**src/rtl/datactrl_pkg.sv**
```systemverilog
// datactrl_pkg: shared width encodings, FSM states and helpers for data_ctrl.
package datactrl_pkg;

    localparam logic [2:0]  W_BYTE      = 3'b001;
    localparam logic [2:0]  W_HALF      = 3'b010;
    localparam logic [2:0]  W_WORD      = 3'b100;
    localparam logic [31:0] IO_ADDR_DEF = 32'h0003_0000;

    typedef enum logic [1:0] {
        S_IDLE,
        S_STORE,
        S_LOAD_ADDR,
        S_LOAD_DATA
    } state_t;

    // Unknown encodings fall back to a single byte.
    function automatic logic [2:0] width_bytes(input logic [2:0] w);
        case (w)
            W_HALF:  return 3'd2;
            W_WORD:  return 3'd4;
            default: return 3'd1;
        endcase
    endfunction

endpackage

```
**src/rtl/data_ctrl_if.sv**
```systemverilog
// data_ctrl_if: byte-wide RAM/IO port; data_ctrl is the master, the memory the slave.
interface data_ctrl_if #(
    parameter int ADDR_W = 32
);
    logic [7:0]        mem_din;
    logic [7:0]        mem_dout;
    logic [ADDR_W-1:0] mem_a;
    logic              mem_wr;

    modport master (input mem_din, output mem_dout, output mem_a, output mem_wr);
    modport slave  (output mem_din, input mem_dout, input mem_a, input mem_wr);
endinterface

```
**src/rtl/data_ctrl_ext.sv**
```systemverilog
// data_ctrl_ext: sign- or zero-extends the low 1/2/4 bytes of a load word to DATA_W.
module data_ctrl_ext #(
    parameter int DATA_W = 32
) (
    input  logic [DATA_W-1:0] raw_in,
    input  logic [2:0]        nbytes_in,
    input  logic              signed_in,
    output logic [DATA_W-1:0] ext_out
);

    always_comb begin
        ext_out = raw_in;
        case (nbytes_in)
            3'd1:    ext_out = {{(DATA_W-8){signed_in & raw_in[7]}}, raw_in[7:0]};
            3'd2:    ext_out = {{(DATA_W-16){signed_in & raw_in[15]}}, raw_in[15:0]};
            default: ext_out = raw_in;
        endcase
    end

endmodule

```
**src/rtl/data_ctrl.sv**
```systemverilog
// data_ctrl: serialises committed ROB stores and load-buffer loads onto a byte RAM/IO port.
// Optional DATACTRL_IOBUF_STALL_EN: IO-window store bytes wait while io_buffer_full_in is high.
module data_ctrl
    import datactrl_pkg::*;
#(
    parameter int          ADDR_W  = 32,
    parameter int          DATA_W  = 32,
    parameter logic [31:0] IO_ADDR = IO_ADDR_DEF
) (
    input  logic              clk_in,
    input  logic              rst_n_in,
    input  logic              rdy_in,
    input  logic              rob_rst_in,
    input  logic              rob_datactrl_en_in,
    input  logic [ADDR_W-1:0] rob_datactrl_addr_in,
    input  logic [2:0]        rob_datactrl_width_in,
    input  logic [DATA_W-1:0] rob_datactrl_data_in,
    output logic              datactrl_rob_en_out,
    input  logic              lbuffer_datactrl_en_in,
    input  logic [ADDR_W-1:0] lbuffer_datactrl_addr_in,
    input  logic [2:0]        lbuffer_datactrl_width_in,
    input  logic              lbuffer_datactrl_signed_in,
    output logic              datactrl_lbuffer_en_out,
    output logic [DATA_W-1:0] datactrl_lbuffer_data_out,
`ifdef DATACTRL_IOBUF_STALL_EN
    input  logic              io_buffer_full_in,
`endif
    data_ctrl_if.master       mem
);

    state_t            state_q, state_d;
    logic [1:0]        cnt_q, cnt_d, last_q, last_d, cap_idx;
    logic [ADDR_W-1:0] mem_a_q, mem_a_d, pend_addr_q, pend_addr_d, src_addr;
    logic [7:0]        mem_dout_q, mem_dout_d;
    logic              mem_wr_q, mem_wr_d, st_done_q, st_done_d, ld_done_q, ld_done_d;
    logic              ld_sgn_q, ld_sgn_d, pend_vld_q, pend_vld_d;
    logic [2:0]        pend_w_q, pend_w_d, src_w, ld_nbytes;
    logic [DATA_W-1:0] pend_data_q, pend_data_d, src_data, st_data_q, st_data_d;
    logic [DATA_W-1:0] ld_buf_q, ld_buf_d, ld_data_q, ld_data_d, ld_word, ld_ext;
    logic              src_wait, nxt_wait, stall;

    // A pending store takes priority over a freshly pulsed one; both never coexist.
    assign src_addr = pend_vld_q ? pend_addr_q : rob_datactrl_addr_in;
    assign src_w    = pend_vld_q ? pend_w_q    : rob_datactrl_width_in;
    assign src_data = pend_vld_q ? pend_data_q : rob_datactrl_data_in;

`ifdef DATACTRL_IOBUF_STALL_EN
    function automatic logic io_hit(input logic [ADDR_W-1:0] a);
        return a[ADDR_W-1 -: 15] == IO_ADDR[31:17];
    endfunction
    assign src_wait = io_hit(src_addr);
    assign nxt_wait = io_hit(mem_a_q + ADDR_W'(1));
    assign stall    = io_buffer_full_in;
`else
    logic unused_io;
    assign unused_io = ^IO_ADDR;
    assign src_wait  = 1'b0;
    assign nxt_wait  = 1'b0;
    assign stall     = 1'b0;
`endif

    // The byte arriving on mem_din belongs to the address issued one cycle earlier.
    always_comb begin
        cap_idx = (state_q == S_LOAD_DATA) ? last_q : cnt_q - 2'd1;
        ld_word = ld_buf_q;
        ld_word[8*cap_idx +: 8] = mem.mem_din;
    end

    assign ld_nbytes = {1'b0, last_q} + 3'd1;

    data_ctrl_ext #(.DATA_W(DATA_W)) u_ext (
        .raw_in    (ld_word),
        .nbytes_in (ld_nbytes),
        .signed_in (ld_sgn_q),
        .ext_out   (ld_ext)
    );

    always_comb begin
        state_d     = state_q;
        cnt_d       = cnt_q;
        last_d      = last_q;
        mem_a_d     = mem_a_q;
        mem_dout_d  = mem_dout_q;
        mem_wr_d    = 1'b0;
        st_done_d   = 1'b0;
        ld_done_d   = 1'b0;
        ld_data_d   = ld_data_q;
        ld_sgn_d    = ld_sgn_q;
        st_data_d   = st_data_q;
        ld_buf_d    = ld_buf_q;
        pend_vld_d  = pend_vld_q | rob_datactrl_en_in;
        pend_addr_d = rob_datactrl_en_in ? rob_datactrl_addr_in  : pend_addr_q;
        pend_w_d    = rob_datactrl_en_in ? rob_datactrl_width_in : pend_w_q;
        pend_data_d = rob_datactrl_en_in ? rob_datactrl_data_in  : pend_data_q;
        case (state_q)
            S_IDLE: begin
                if (pend_vld_q || rob_datactrl_en_in) begin
                    state_d    = S_STORE;
                    pend_vld_d = 1'b0;
                    cnt_d      = 2'd0;
                    last_d     = 2'(width_bytes(src_w) - 3'd1);
                    mem_a_d    = src_addr;
                    mem_dout_d = src_data[7:0];
                    st_data_d  = src_data;
                    mem_wr_d   = !src_wait;
                // While the done pulse is up, the held request is the one just served.
                end else if (lbuffer_datactrl_en_in && !rob_rst_in && !ld_done_q) begin
                    state_d  = S_LOAD_ADDR;
                    cnt_d    = 2'd0;
                    last_d   = 2'(width_bytes(lbuffer_datactrl_width_in) - 3'd1);
                    mem_a_d  = lbuffer_datactrl_addr_in;
                    ld_sgn_d = lbuffer_datactrl_signed_in;
                end
            end
            S_STORE: begin
                if (!mem_wr_q) begin
                    mem_wr_d = !stall;
                end else if (cnt_q == last_q) begin
                    state_d   = S_IDLE;
                    st_done_d = 1'b1;
                end else begin
                    cnt_d      = cnt_q + 2'd1;
                    mem_a_d    = mem_a_q + ADDR_W'(1);
                    mem_dout_d = st_data_q[8*cnt_d +: 8];
                    mem_wr_d   = !nxt_wait;
                end
            end
            S_LOAD_ADDR: begin
                ld_buf_d = ld_word;
                if (rob_rst_in) begin
                    state_d = S_IDLE;
                end else if (cnt_q == last_q) begin
                    state_d = S_LOAD_DATA;
                end else begin
                    cnt_d   = cnt_q + 2'd1;
                    mem_a_d = mem_a_q + ADDR_W'(1);
                end
            end
            S_LOAD_DATA: begin
                ld_buf_d = ld_word;
                state_d  = S_IDLE;
                if (!rob_rst_in) begin
                    ld_done_d = 1'b1;
                    ld_data_d = ld_ext;
                end
            end
            default: state_d = S_IDLE;
        endcase
    end

    always_ff @(posedge clk_in or negedge rst_n_in) begin
        if (!rst_n_in) begin
            state_q    <= S_IDLE;
            cnt_q      <= 2'd0;
            last_q     <= 2'd0;
            mem_a_q    <= '0;
            mem_dout_q <= 8'h00;
            mem_wr_q   <= 1'b0;
            st_done_q  <= 1'b0;
            ld_done_q  <= 1'b0;
            ld_data_q  <= '0;
            ld_sgn_q   <= 1'b0;
            pend_vld_q <= 1'b0;
        end else if (rdy_in) begin
            state_q    <= state_d;
            cnt_q      <= cnt_d;
            last_q     <= last_d;
            mem_a_q    <= mem_a_d;
            mem_dout_q <= mem_dout_d;
            mem_wr_q   <= mem_wr_d;
            st_done_q  <= st_done_d;
            ld_done_q  <= ld_done_d;
            ld_data_q  <= ld_data_d;
            ld_sgn_q   <= ld_sgn_d;
            pend_vld_q <= pend_vld_d;
        end
    end

    always_ff @(posedge clk_in) begin
        if (rdy_in) begin
            pend_addr_q <= pend_addr_d;
            pend_w_q    <= pend_w_d;
            pend_data_q <= pend_data_d;
            st_data_q   <= st_data_d;
            ld_buf_q    <= ld_buf_d;
        end
    end

    assign mem.mem_a                 = mem_a_q;
    assign mem.mem_dout              = mem_dout_q;
    assign mem.mem_wr                = mem_wr_q & rdy_in;
    assign datactrl_rob_en_out       = st_done_q & rdy_in;
    assign datactrl_lbuffer_en_out   = ld_done_q & rdy_in;
    assign datactrl_lbuffer_data_out = ld_data_q;

endmodule

```
**src/flat_wrapper.sv**
```systemverilog
// flat-port wrapper written by rule: the top's interface ports become plain ports
module data_ctrl_flat import datactrl_pkg::*;
#(
    parameter int          ADDR_W  = 32,
    parameter int          DATA_W  = 32,
    parameter logic [31:0] IO_ADDR = IO_ADDR_DEF
)
  (clk_in, rst_n_in, rdy_in, rob_rst_in, rob_datactrl_en_in, rob_datactrl_addr_in, rob_datactrl_width_in, rob_datactrl_data_in, datactrl_rob_en_out, lbuffer_datactrl_en_in, lbuffer_datactrl_addr_in, lbuffer_datactrl_width_in, lbuffer_datactrl_signed_in, datactrl_lbuffer_en_out, datactrl_lbuffer_data_out, mem_mem_din, mem_mem_dout, mem_mem_a, mem_mem_wr);
  data_ctrl_if #(.ADDR_W(ADDR_W)) mem_i ();
  input  logic clk_in;
  input  logic rst_n_in;
  input  logic rdy_in;
  input  logic rob_rst_in;
  input  logic rob_datactrl_en_in;
  input  logic [ADDR_W-1:0] rob_datactrl_addr_in;
  input  logic [2:0] rob_datactrl_width_in;
  input  logic [DATA_W-1:0] rob_datactrl_data_in;
  output logic datactrl_rob_en_out;
  input  logic lbuffer_datactrl_en_in;
  input  logic [ADDR_W-1:0] lbuffer_datactrl_addr_in;
  input  logic [2:0] lbuffer_datactrl_width_in;
  input  logic lbuffer_datactrl_signed_in;
  output logic datactrl_lbuffer_en_out;
  output logic [DATA_W-1:0] datactrl_lbuffer_data_out;
  input wire logic [$bits(mem_i.mem_din)-1:0] mem_mem_din;
  output wire logic [$bits(mem_i.mem_dout)-1:0] mem_mem_dout;
  output wire logic [$bits(mem_i.mem_a)-1:0] mem_mem_a;
  output wire logic [$bits(mem_i.mem_wr)-1:0] mem_mem_wr;
  assign mem_i.mem_din = mem_mem_din;
  assign mem_mem_dout = mem_i.mem_dout;
  assign mem_mem_a = mem_i.mem_a;
  assign mem_mem_wr = mem_i.mem_wr;
  data_ctrl #(.ADDR_W(ADDR_W), .DATA_W(DATA_W), .IO_ADDR(IO_ADDR)) u_core (.clk_in(clk_in), .rst_n_in(rst_n_in), .rdy_in(rdy_in), .rob_rst_in(rob_rst_in), .rob_datactrl_en_in(rob_datactrl_en_in), .rob_datactrl_addr_in(rob_datactrl_addr_in), .rob_datactrl_width_in(rob_datactrl_width_in), .rob_datactrl_data_in(rob_datactrl_data_in), .datactrl_rob_en_out(datactrl_rob_en_out), .lbuffer_datactrl_en_in(lbuffer_datactrl_en_in), .lbuffer_datactrl_addr_in(lbuffer_datactrl_addr_in), .lbuffer_datactrl_width_in(lbuffer_datactrl_width_in), .lbuffer_datactrl_signed_in(lbuffer_datactrl_signed_in), .datactrl_lbuffer_en_out(datactrl_lbuffer_en_out), .datactrl_lbuffer_data_out(datactrl_lbuffer_data_out), .mem(mem_i));
endmodule
```
**config.mk**
```make
export PLATFORM = sky130hd
export DESIGN_NAME = data_ctrl_flat
export DESIGN_NICKNAME = d
export VERILOG_FILES = /design/src/rtl/datactrl_pkg.sv /design/src/rtl/data_ctrl_if.sv /design/src/rtl/data_ctrl_ext.sv /design/src/rtl/data_ctrl.sv /design/src/flat_wrapper.sv
export SDC_FILE = /design/constraint.sdc
export NUM_CORES = 1
export LEC_CHECK = 0
export ABC_AREA = 1
export ABC_CLOCK_PERIOD_IN_PS = 5600
export BUFFER_PORTS_ARGS = -buffer_cell sky130_fd_sc_hd__buf_4
export CORE_UTILIZATION = 61
export CTS_CLUSTER_DIAMETER = 200
export CTS_CLUSTER_SIZE = 30
export DETAILED_ROUTE_END_ITERATION = 10
export GPL_TIMING_DRIVEN = 1
export PLACE_DENSITY = 0.86
export SETUP_SLACK_MARGIN = 0.4
export SYNTH_ARGS = -nofsm -noshare
export SYNTH_HDL_FRONTEND = slang
export SYNTH_SLANG_ARGS = --single-unit
```
**constraint.sdc**
```tcl
create_clock -name clk_in -period 5.6 [get_ports clk_in]
set_input_delay 0.28 -clock clk_in [delete_from_list [all_inputs] [get_ports clk_in]]
set_output_delay 0.28 -clock clk_in [all_outputs]
set_load 0.1 [all_outputs]
```
Word level (Yosys, flattened, before mapping)
Index checks and enable logic that the tools add are counted.

Input bits: 117. Register bits: 214. Output and inout bits: 75.

Shift-type cells: 3. Multiplexer cells: 49. Bitwise gates (word level): 8. Reductions and logical operators: 19. Eq/ne operators: 17. Add/sub/neg operators: 7.

Operators with widths (number): 32-bit two-way mux (7); 32-bit one-hot mux with 3 select lines (1); 32-bit one-hot mux with 2 select lines (1); 2-bit two-way mux (19); 5-bit negator with 34-bit output (1); 8-bit by 34-bit variable shift with 32-bit output (first input constant) (1); 8-bit by 34-bit indexed part select with 32-bit output (1); 32-bit by 1-bit adder with 32-bit output (second input constant) (1); 32-bit bitwise mux (1); 32-bit by 6-bit indexed part select with 8-bit output (1); 8-bit two-way mux (3); 8-bit one-hot mux with 2 select lines (1); 5-bit AND reduction (3); 1-bit two-way mux (10); 3-bit by 2-bit equality test with 1-bit output (second input constant) (3); 3-bit AND reduction (3); 2-bit one-hot mux with 2 select lines (2); 2-bit one-hot mux with 4 select lines (1); 3-bit equality test (second input constant) (2); 2-bit by 1-bit != test with 1-bit output (second input constant) (3); 2-bit one-hot mux with 3 select lines (1); 2-bit by 1-bit subtractor with 2-bit output (second input constant) (3); 1-bit bitwise AND (5); 2-bit equality test (second input constant) (2); 21 further kinds (27).

Logic depth before layout (Yosys ltp)
Gate-level depths: netlist (run 1).

Word-level depth: 9. Depth in mapped cells: 17.

Hierarchy
Synthesis (run 1) repeated with hierarchy kept, for this count alone.

Cells, all modules: 1234. Area total of the unflattened synthesis: 10988.0 um2.

Modules (own cells, without submodules): data_ctrl (instances 1, area an instance 10577.6 um2, seq. area each 6010.8 um2, cells each 1161); data_ctrl_ext (instances 1, area an instance 410.4 um2, seq. area each 0.0 um2, cells each 73).

Worst setup path before layout (run 1)
OpenSTA, ideal clock, no wires.

Kind: register to register. Start point: register u_core.state_q[0]. End point: register u_core.ld_buf_q[0] (enable). Setup time: 0.432 ns. Cell stages (with the launch flop): 5. Setup slack: 2.830 ns. Arrival time: 2.338 ns. Data required time: 5.168 ns. Cell sequence: dfrtp_1 -> inv_1 -> ha_1 -> inv_1 -> a21oi_1.

Word-level cells in the longest chain between the ends: 3. Elaborated cells between the ends (all ways): 4. Classes of those cells: eq/ne: 2; reduce/logical: 2.

Ends and longest elaborated chain: start: declaration (RTL line data_ctrl.sv:31) `state_t state_q, state_d;`; start signal: assignment (RTL line data_ctrl.sv:165) `state_q <= state_d;`; 2-bit equality test (RTL line data_ctrl.sv:95) `case (state_q)`; 2-bit OR reduction (no line) (*); 2-bit AND reduction (no line) (*); end signal: assignment (RTL line data_ctrl.sv:185) `ld_buf_q <= ld_buf_d;`; end: declaration (RTL line data_ctrl.sv:39) `logic [DATA_W-1:0] ld_buf_q, ld_buf_d, ld_data_q, ld_data_d, ld_word, ld_ext;`.

Every way passes the cells marked *; elsewhere a longest branch is shown, timed or not. A chain may end at the register's enable or synchronous reset.

Final worst setup path (run 1)
Start point: register u_core.pend_vld_q. End point: register u_core.mem_a_q[26] (netlist: u_core.mem.mem_a[26]).

Word-level cells in the longest chain between the ends: 3. Elaborated cells between the ends (all ways): 6. Classes of those cells: eq/ne: 1; mux: 3; reduce/logical: 2.

Ends and longest elaborated chain: start: declaration (RTL line data_ctrl.sv:36) `logic ld_sgn_q, ld_sgn_d, pend_vld_q, pend_vld_d;`; start signal: assignment (RTL line data_ctrl.sv:175) `pend_vld_q <= pend_vld_d;`; 32-bit two-way mux or 1-bit logical OR (tied branches) (RTL line data_ctrl.sv:43, data_ctrl.sv:97); 32-bit two-way mux or 3-bit by 1-bit != test with 1-bit output (tied branches); 32-bit one-hot mux with 3 select lines or 5-bit AND reduction (tied branches); end signal: assignment (RTL line data_ctrl.sv:168) `mem_a_q <= mem_a_d;`; end: declaration (RTL line data_ctrl.sv:33) `logic [ADDR_W-1:0] mem_a_q, mem_a_d, pend_addr_q, pend_addr_d, src_addr;`.

Several ways; a longest one is shown, not always the timed one.

==> summary.txt, run 1 <==
Global routing
  • Global-route wire length before repair: 50300 um
  • Via count of the first global-routing pass: 9781
  • Overflow after GRT: 0
  • Gr usage total: 33.1%
  • Initial antenna violation count: 0
  • Largest net degree at the start of global routing: 72

CTS
  • CTS tree: yes
  • Hold_buf cts: 58
  • Clock Pin Slew Worst Setup and Hold Paths: 0.12 ns
  • H-tree depth: 1
  • TritonCTS Sinks: 214
  • Num CTS Buffers: 11
  • CTS root buf: clkbuf_16
  • Longest Clk Path Bufs: 3
  • Worst-Skew Late Latency: 0.47 ns
  • Setup Buffers After CTS: 0
  • Post-CTS sizing: 0

Die
  • Die Span X: 138 um
  • Starting Density: 62.6%
  • Die Ht: 138 um
  • Core Area: 18000 um^2
  • # rows: 49
  • DIE AREA: 19100 um^2
  • # IOs: 192

Worst setup path
  • Startpoint type of the worst setup path: flip-flop
  • Crit path DAT: 3.78 ns
  • Max FO, Critical Path: 71
  • Crit. End Element: flip-flop
  • Required @ worst endpoint: 6.00 ns
  • CP Launch Point: u_core.pend_vld_q$_DFFE_PN0P_
  • Reg2reg start: u_core.pend_vld_q$_DFFE_PN0P_
  • Setup CP Type: reg2reg

STA
  • Max-slew headroom: 20.3%
  • Fin. max-slew vios: 0
  • FMAX: 0.296 GHz
  • RSZ-0062 raised after global routing: false
  • Fin crit share: 60.3%
  • Worst-Margin Slew: 1.19 ns
  • # setup viols final: 0
  • Sum of negative setup slack: 0 ns
  • Worst hold slack: 0.0209 ns
  • Final hold vios: 0
  • Clock Skew: 0.0238 ns
  • Crit path time final: 3.38 ns

Synthesis
  • Synthesized netlist cell count: 1345
  • Mapped cell area: 11300 um^2
  • Seq/Total Area, Yosys: 53.2%
  • EDFF count, synth: 131
  • Synthesized area per cell: 8.40 um^2
  • Synth Register Bits: 214
  • Main flop type after synthesis: edfxtp_1
  • Synth cell types: 46
  • Synth warnings: 0
  • Async SR Flop Fraction: 38.8%
  • Syn nets: 1471

Place
  • Hpwl dp: 21300 um
  • GPL Wtd Cong: 0.960
  • Placed Cells incl. Taps: 1724
  • Port Buffers: 191

Drt
  • DRT iter0 DRCs: 897
  • DRC: 0
  • Vias: 10000
  • Via/cell ratio: 5.57
  • Detail Route Antenna Nets: 0
  • DR WL/cell: 17.6 um
  • DRT Pass-1 Iters: 6
  • Final WL: 31700 um

Final layout
  • Layout Utilization: 76.3%
  • Antenna Cells: 0
  • Net count, final: 1695
  • Area Overhead vs Synth: 21.8%
  • Finished Layout Cells: 1802
  • Share of cells above drive strength 1: 18.8%

Hold path
  • HP Start: rob_datactrl_addr_in[22]
  • Worst min-delay path class: in2reg

Outcome
  • Status: completed

Flow run
  • Max_cap viols: 0
cells by family after synthesis:
kind of cell,Yosys count,synth area share [%]
xor+xnor,11,0.853
simple gates,787,30.1
compound gates,143,7.85
flops,214,53.2
fa+ha+maj,9,0.997
buf+inv,176,6.57
mux,5,0.443
cells in the final DEF, fill, tap and decap left out, types with 7 or more instances in the layout:
cell type / instances
a21boi_0: 15
a21boi_1: 12
a21oi_1: 37
buf_4: 200
clkbuf_16: 11
dfrtp_1: 82
dlygate4sd3_1: 61
edfxtp_1: 131
ha_1: 9
inv_1: 117
inv_2: 7
nand2_1: 522
nand3_1: 63
nand4_1: 12
nor2_1: 117
nor2_2: 13
nor2_4: 10
o211ai_1: 8
o21ai_0: 42
o22ai_1: 9
or2_2: 29
xor2_1: 7
routing by layer:
layer | GRT usage, % | share of wire (%) | up-vias
li1 | - | - | 4767
met1 | 46.3 | 40 | 4688
met2 | 54.4 | 48 | 531
met3 | 4.23 | 9.0 | 57
met4 | 9.49 | 2.6 | 0
met5 | 0 | 0 | -
Yosys cell counts (all sizes together), types with 10 or more instances:
cell type / number / area [um^2]
a21boi: 27 / 203
a21oi: 38 / 190
buf: 36 / 216
clkbuf: 14 / 52.6
dfrtp: 83 / 2080
edfxtp: 131 / 3930
inv: 124 / 465
nand2: 531 / 2060
nand3: 69 / 383
nand4: 13 / 96.3
nor2: 141 / 646
o21ai: 43 / 219
o22ai: 10 / 68.8
or2: 29 / 181
metrics by stage:
| step | instance area, um^2 | worst slack (ns) |
|---|---|---|
| after floorplan | 11300 | 2.83 |
| after global routing | 13800 | 1.91 |
| after detailed placement | 12800 | 2.25 |
| after global placement | 12800 | 2.42 |
| after CTS | 13700 | 2.21 |
| final | 13800 | 2.22 |
final cells by class:
cell class	instances	area (um^2)
clock buffers	16	294
clock inverters	1	30.0
fillers	1300	4270
inverters	126	473
multi-input cells	955	4550
flip-flops and latches	214	6010
well taps	229	287
repair buffers	261	2110
state kept, by name, summed over array words and instances, names as in the netlist, 3 cells and up:
register / count
u_core.pend_w_q: 3
u_core.ld_buf_q: 32
u_core.datactrl_lbuffer_data_out: 32
u_core.pend_data_q: 32
u_core.pend_addr_q: 32
u_core.mem.mem_dout: 8
u_core.st_data_q: 32
u_core.mem.mem_a: 32
critical path: stages, from the launching register on:
cell      delay [ns]
dfrtp_2         0.41
buf_4           0.35
inv_1           0.84
nand2_1         0.16
inv_1           0.91
nand2_1         0.12
nand3_1         0.12
nand2_1         0.05
inv_1           0.07
nor2_1          0.04
a21boi_0        0.21
worst paths after layout:
check	to	slack [ns]	depth (start not counted)
max reg2reg	u_core.mem.mem_a[26]$_DFFE_PN0P_	2.22	10
min	u_core.pend_addr_q[22]$_DFFE_PP_	0.02	1
min reg2reg	u_core.datactrl_lbuffer_data_out[6]$_DFFE_PN0P_	0.50	2
max in group asynchronous	u_core.pend_vld_q$_DFFE_PN0P_	4.23	3
max	u_core.mem.mem_a[26]$_DFFE_PN0P_	2.22	10
min in group asynchronous	u_core.datactrl_lbuffer_data_out[2]$_DFFE_PN0P_	0.29	2
Power of run 1 is not shown: default switching activity piles up to over one toggle a cycle in this logic, so the estimate is an artifact.
==> run 2, diff against run 1 <==
ABC_AREA = 0   (was 1)
ABC_CLOCK_PERIOD_IN_PS = 3300   (was 5600)
CORE_UTILIZATION = 56   (was 61)
PLACE_DENSITY = 0.8   (was 0.86)
clock period = 3.3 ns   (was 5.6 ns; I/O delays follow)
==> summary.txt, run 2 <==
Die
  • DIE AREA: 19200 um^2
  • # IOs: 192
  • Starting Density: 57.7%
  • Core Area: 18100 um^2
  • # rows: 49
  • Die Ht: 139 um
  • Die Span X: 139 um

Worst setup path
  • Crit path DAT: 3.09 ns
  • Required @ worst endpoint: 3.71 ns
  • Setup CP Type: reg2reg
  • Startpoint type of the worst setup path: flip-flop
  • Crit. End Element: flip-flop
  • Max FO, Critical Path: 8

CTS
  • Clock Pin Slew Worst Setup and Hold Paths: 0.12 ns
  • Worst-Skew Late Latency: 0.47 ns
  • CTS tree: yes
  • Longest Clk Path Bufs: 3
  • CTS root buf: clkbuf_16
  • Num CTS Buffers: 11
  • H-tree depth: 1
  • TritonCTS Sinks: 214

Drt
  • Vias: 7989
  • DRC: 11
  • DR WL/cell: 19.4 um
  • DRT Pass-1 Iters: 8
  • Detail Route Antenna Nets: 0
  • Final WL: 26300 um
  • Via/cell ratio: 5.90
  • DRT iter0 DRCs: 624

Synthesis
  • Most numerous cell in the Yosys netlist: edfxtp_1
  • Async SR Flop Fraction: 38.8%
  • Largest area contributor in the netlist: edfxtp_1
  • Synthesized netlist cell count: 884
  • Main flop type after synthesis: edfxtp_1
  • Seq/Total Area, Yosys: 57.4%
  • Area share of the largest cell type after synthesis: 37.6%
  • Synth Register Bits: 214
  • Synth warnings: 0
  • Mapped cell area: 10500 um^2
  • Synth cell types: 69
  • Synth area leaders: edfxtp_1 38%, dfrtp_1 20%, mux2_2 8.0%
  • EDFF count, synth: 131
  • Syn nets: 1010
  • Top post-synthesis cells by count: 131 x edfxtp_1, 106 x nand2_1, 83 x dfrtp_1, 74 x mux2_2, 71 x a21oi_1
  • Synthesized area per cell: 11.8 um^2

STA
  • Clock Skew: 0.0356 ns
  • RSZ-0062 raised after global routing: false
  • Worst-Margin Slew: 0.940 ns
  • Fin. max-slew vios: 0
  • Crit path time final: 2.68 ns
  • # setup viols final: 0
  • Fin crit share: 81.2%
  • FMAX: 0.373 GHz
  • Max-slew headroom: 37.4%
  • Final hold vios: 0
  • Sum of negative setup slack: 0 ns

Global routing
  • Via count of the first global-routing pass: 7797
  • Gr usage total: 27.1%
  • Overflow after GRT: 0
  • Largest net degree at the start of global routing: 69
  • Initial antenna violation count: 0
  • Global-route wire length before repair: 41600 um

Final layout
  • Commonest non-fill, non-tap cell in the layout: buf_4
  • Net count, final: 1248
  • Area Overhead vs Synth: 26.0%
  • Most frequent cells in the layout: 213 x buf_4, 131 x edfxtp_1, 106 x nand2_1
  • Layout Utilization: 72.7%
  • Post-route cell area: 13200 um^2
  • Share of cells above drive strength 1: 30.0%
  • Finished Layout Cells: 1355
  • Antenna Cells: 0

Hold path
  • Worst min-delay path class: in2reg

Place
  • Placed Cells incl. Taps: 1265
  • Port Buffers: 191
  • Placed cell areas: 12100 um^2
  • GPL Wtd Cong: 0.858
  • Hpwl dp: 17200 um

Flow run
  • Max_cap viols: 0

Outcome
  • Status: finished with violations
  • Failing checks: DRC
## run 2: cell count changes after synthesis, moves of 15 or more
cell and change:
or2_2 -28, inv_1 -87, nor2_1 -83, nand2_1 -416, clkbuf_1 +21, a21oi_1 +33
mux2_2 +74, nand3_1 -41, a21boi_0 -15, mux2i_1 +23
## run 2: path summary, 6_finish.rpt
| kind | from | endpoint | slack (ns) | cells after the start |
|---|---|---|---|---|
| min in group asynchronous | rst_n_in | u_core.mem.mem_dout[5]$_DFFE_PN0P_ | 0.21 | 2 |
| max | u_core.state_q[0]$_DFFE_PN0P_ | u_core.datactrl_lbuffer_data_out[16]$_DFFE_PN0P_ | 0.62 | 9 |
| max in group asynchronous | rst_n_in | u_core.mem.mem_dout[6]$_DFFE_PN0P_ | 2.07 | 3 |
| min reg2reg | u_core.datactrl_lbuffer_data_out[9]$_DFFE_PN0P_ | u_core.datactrl_lbuffer_data_out[9]$_DFFE_PN0P_ | 0.49 | 2 |
| max reg2reg | u_core.state_q[0]$_DFFE_PN0P_ | u_core.datactrl_lbuffer_data_out[16]$_DFFE_PN0P_ | 0.62 | 9 |
| min | rdy_in | u_core.mem_wr_q$_DFFE_PN0P_ | 0.02 | 2 |
## run 2: worst max-delay path, stage by stage, from the launching register on
cell and delay, ns:
dfrtp_1 0.45, ha_2 0.25, or2_4 0.26, and2_1 0.19, ha_1 0.40, nand2_1 0.09, or4_1 0.51, mux2i_1 0.18
a31oi_2 0.14, nand2_1 0.15
## run 2: kinds of logic after synthesis
| family | Yosys count | share of synthesized area [%] |
|---|---|---|
| simple gates | 238 | 11.3 |
| mux | 110 | 12.4 |
| compound gates | 215 | 13.7 |
| buf+inv | 92 | 3.63 |
| xor+xnor | 6 | 0.502 |
| fa+ha+maj | 9 | 1.08 |
| flops | 214 | 57.4 |
## run 2: what timing repair did
item,in CTS,in global routing
hold buffers,70,0
endpoints found under the hold margin,112,0
endpoints found under the setup margin,18,25
resized for setup,1,7
buffers inserted,2,1
pin swaps,1,2
## run 2: per-layer routing
metal / up-vias / track usage [%] / routed length, um
li1: 3759 / - / -
met4: 0 / 7.66 / 640
met5: - / 0 / 0
met2: 290 / 46.6 / 13000
met1: 3900 / 36.5 / 11200
met3: 40 / 3.31 / 1510
## run 2: metrics by stage
| stage | setup slack (ns) | hold WS, ns |
|---|---|---|
| final | 0.619 | 0.0198 |
| after global routing | 0.417 | 0.0300 |
| after CTS | 0.475 | 0.00839 |
| after global placement | 0.448 | 0.184 |
| after floorplan | 0.460 | -0.131 |
| after detailed placement | 0.334 | 0.200 |
## run 2: cell type report
class                      instances  area [um^2]
clock buffer                      16          294
clock inverter                     1         30.0
inverter                          34          131
timing repair buffer             283         2300
sequential                       214         6010
multi-input combinational        578         4130
tap                              229          287
fill                            1261         4960
Power of run 2 is left out for the same reason.
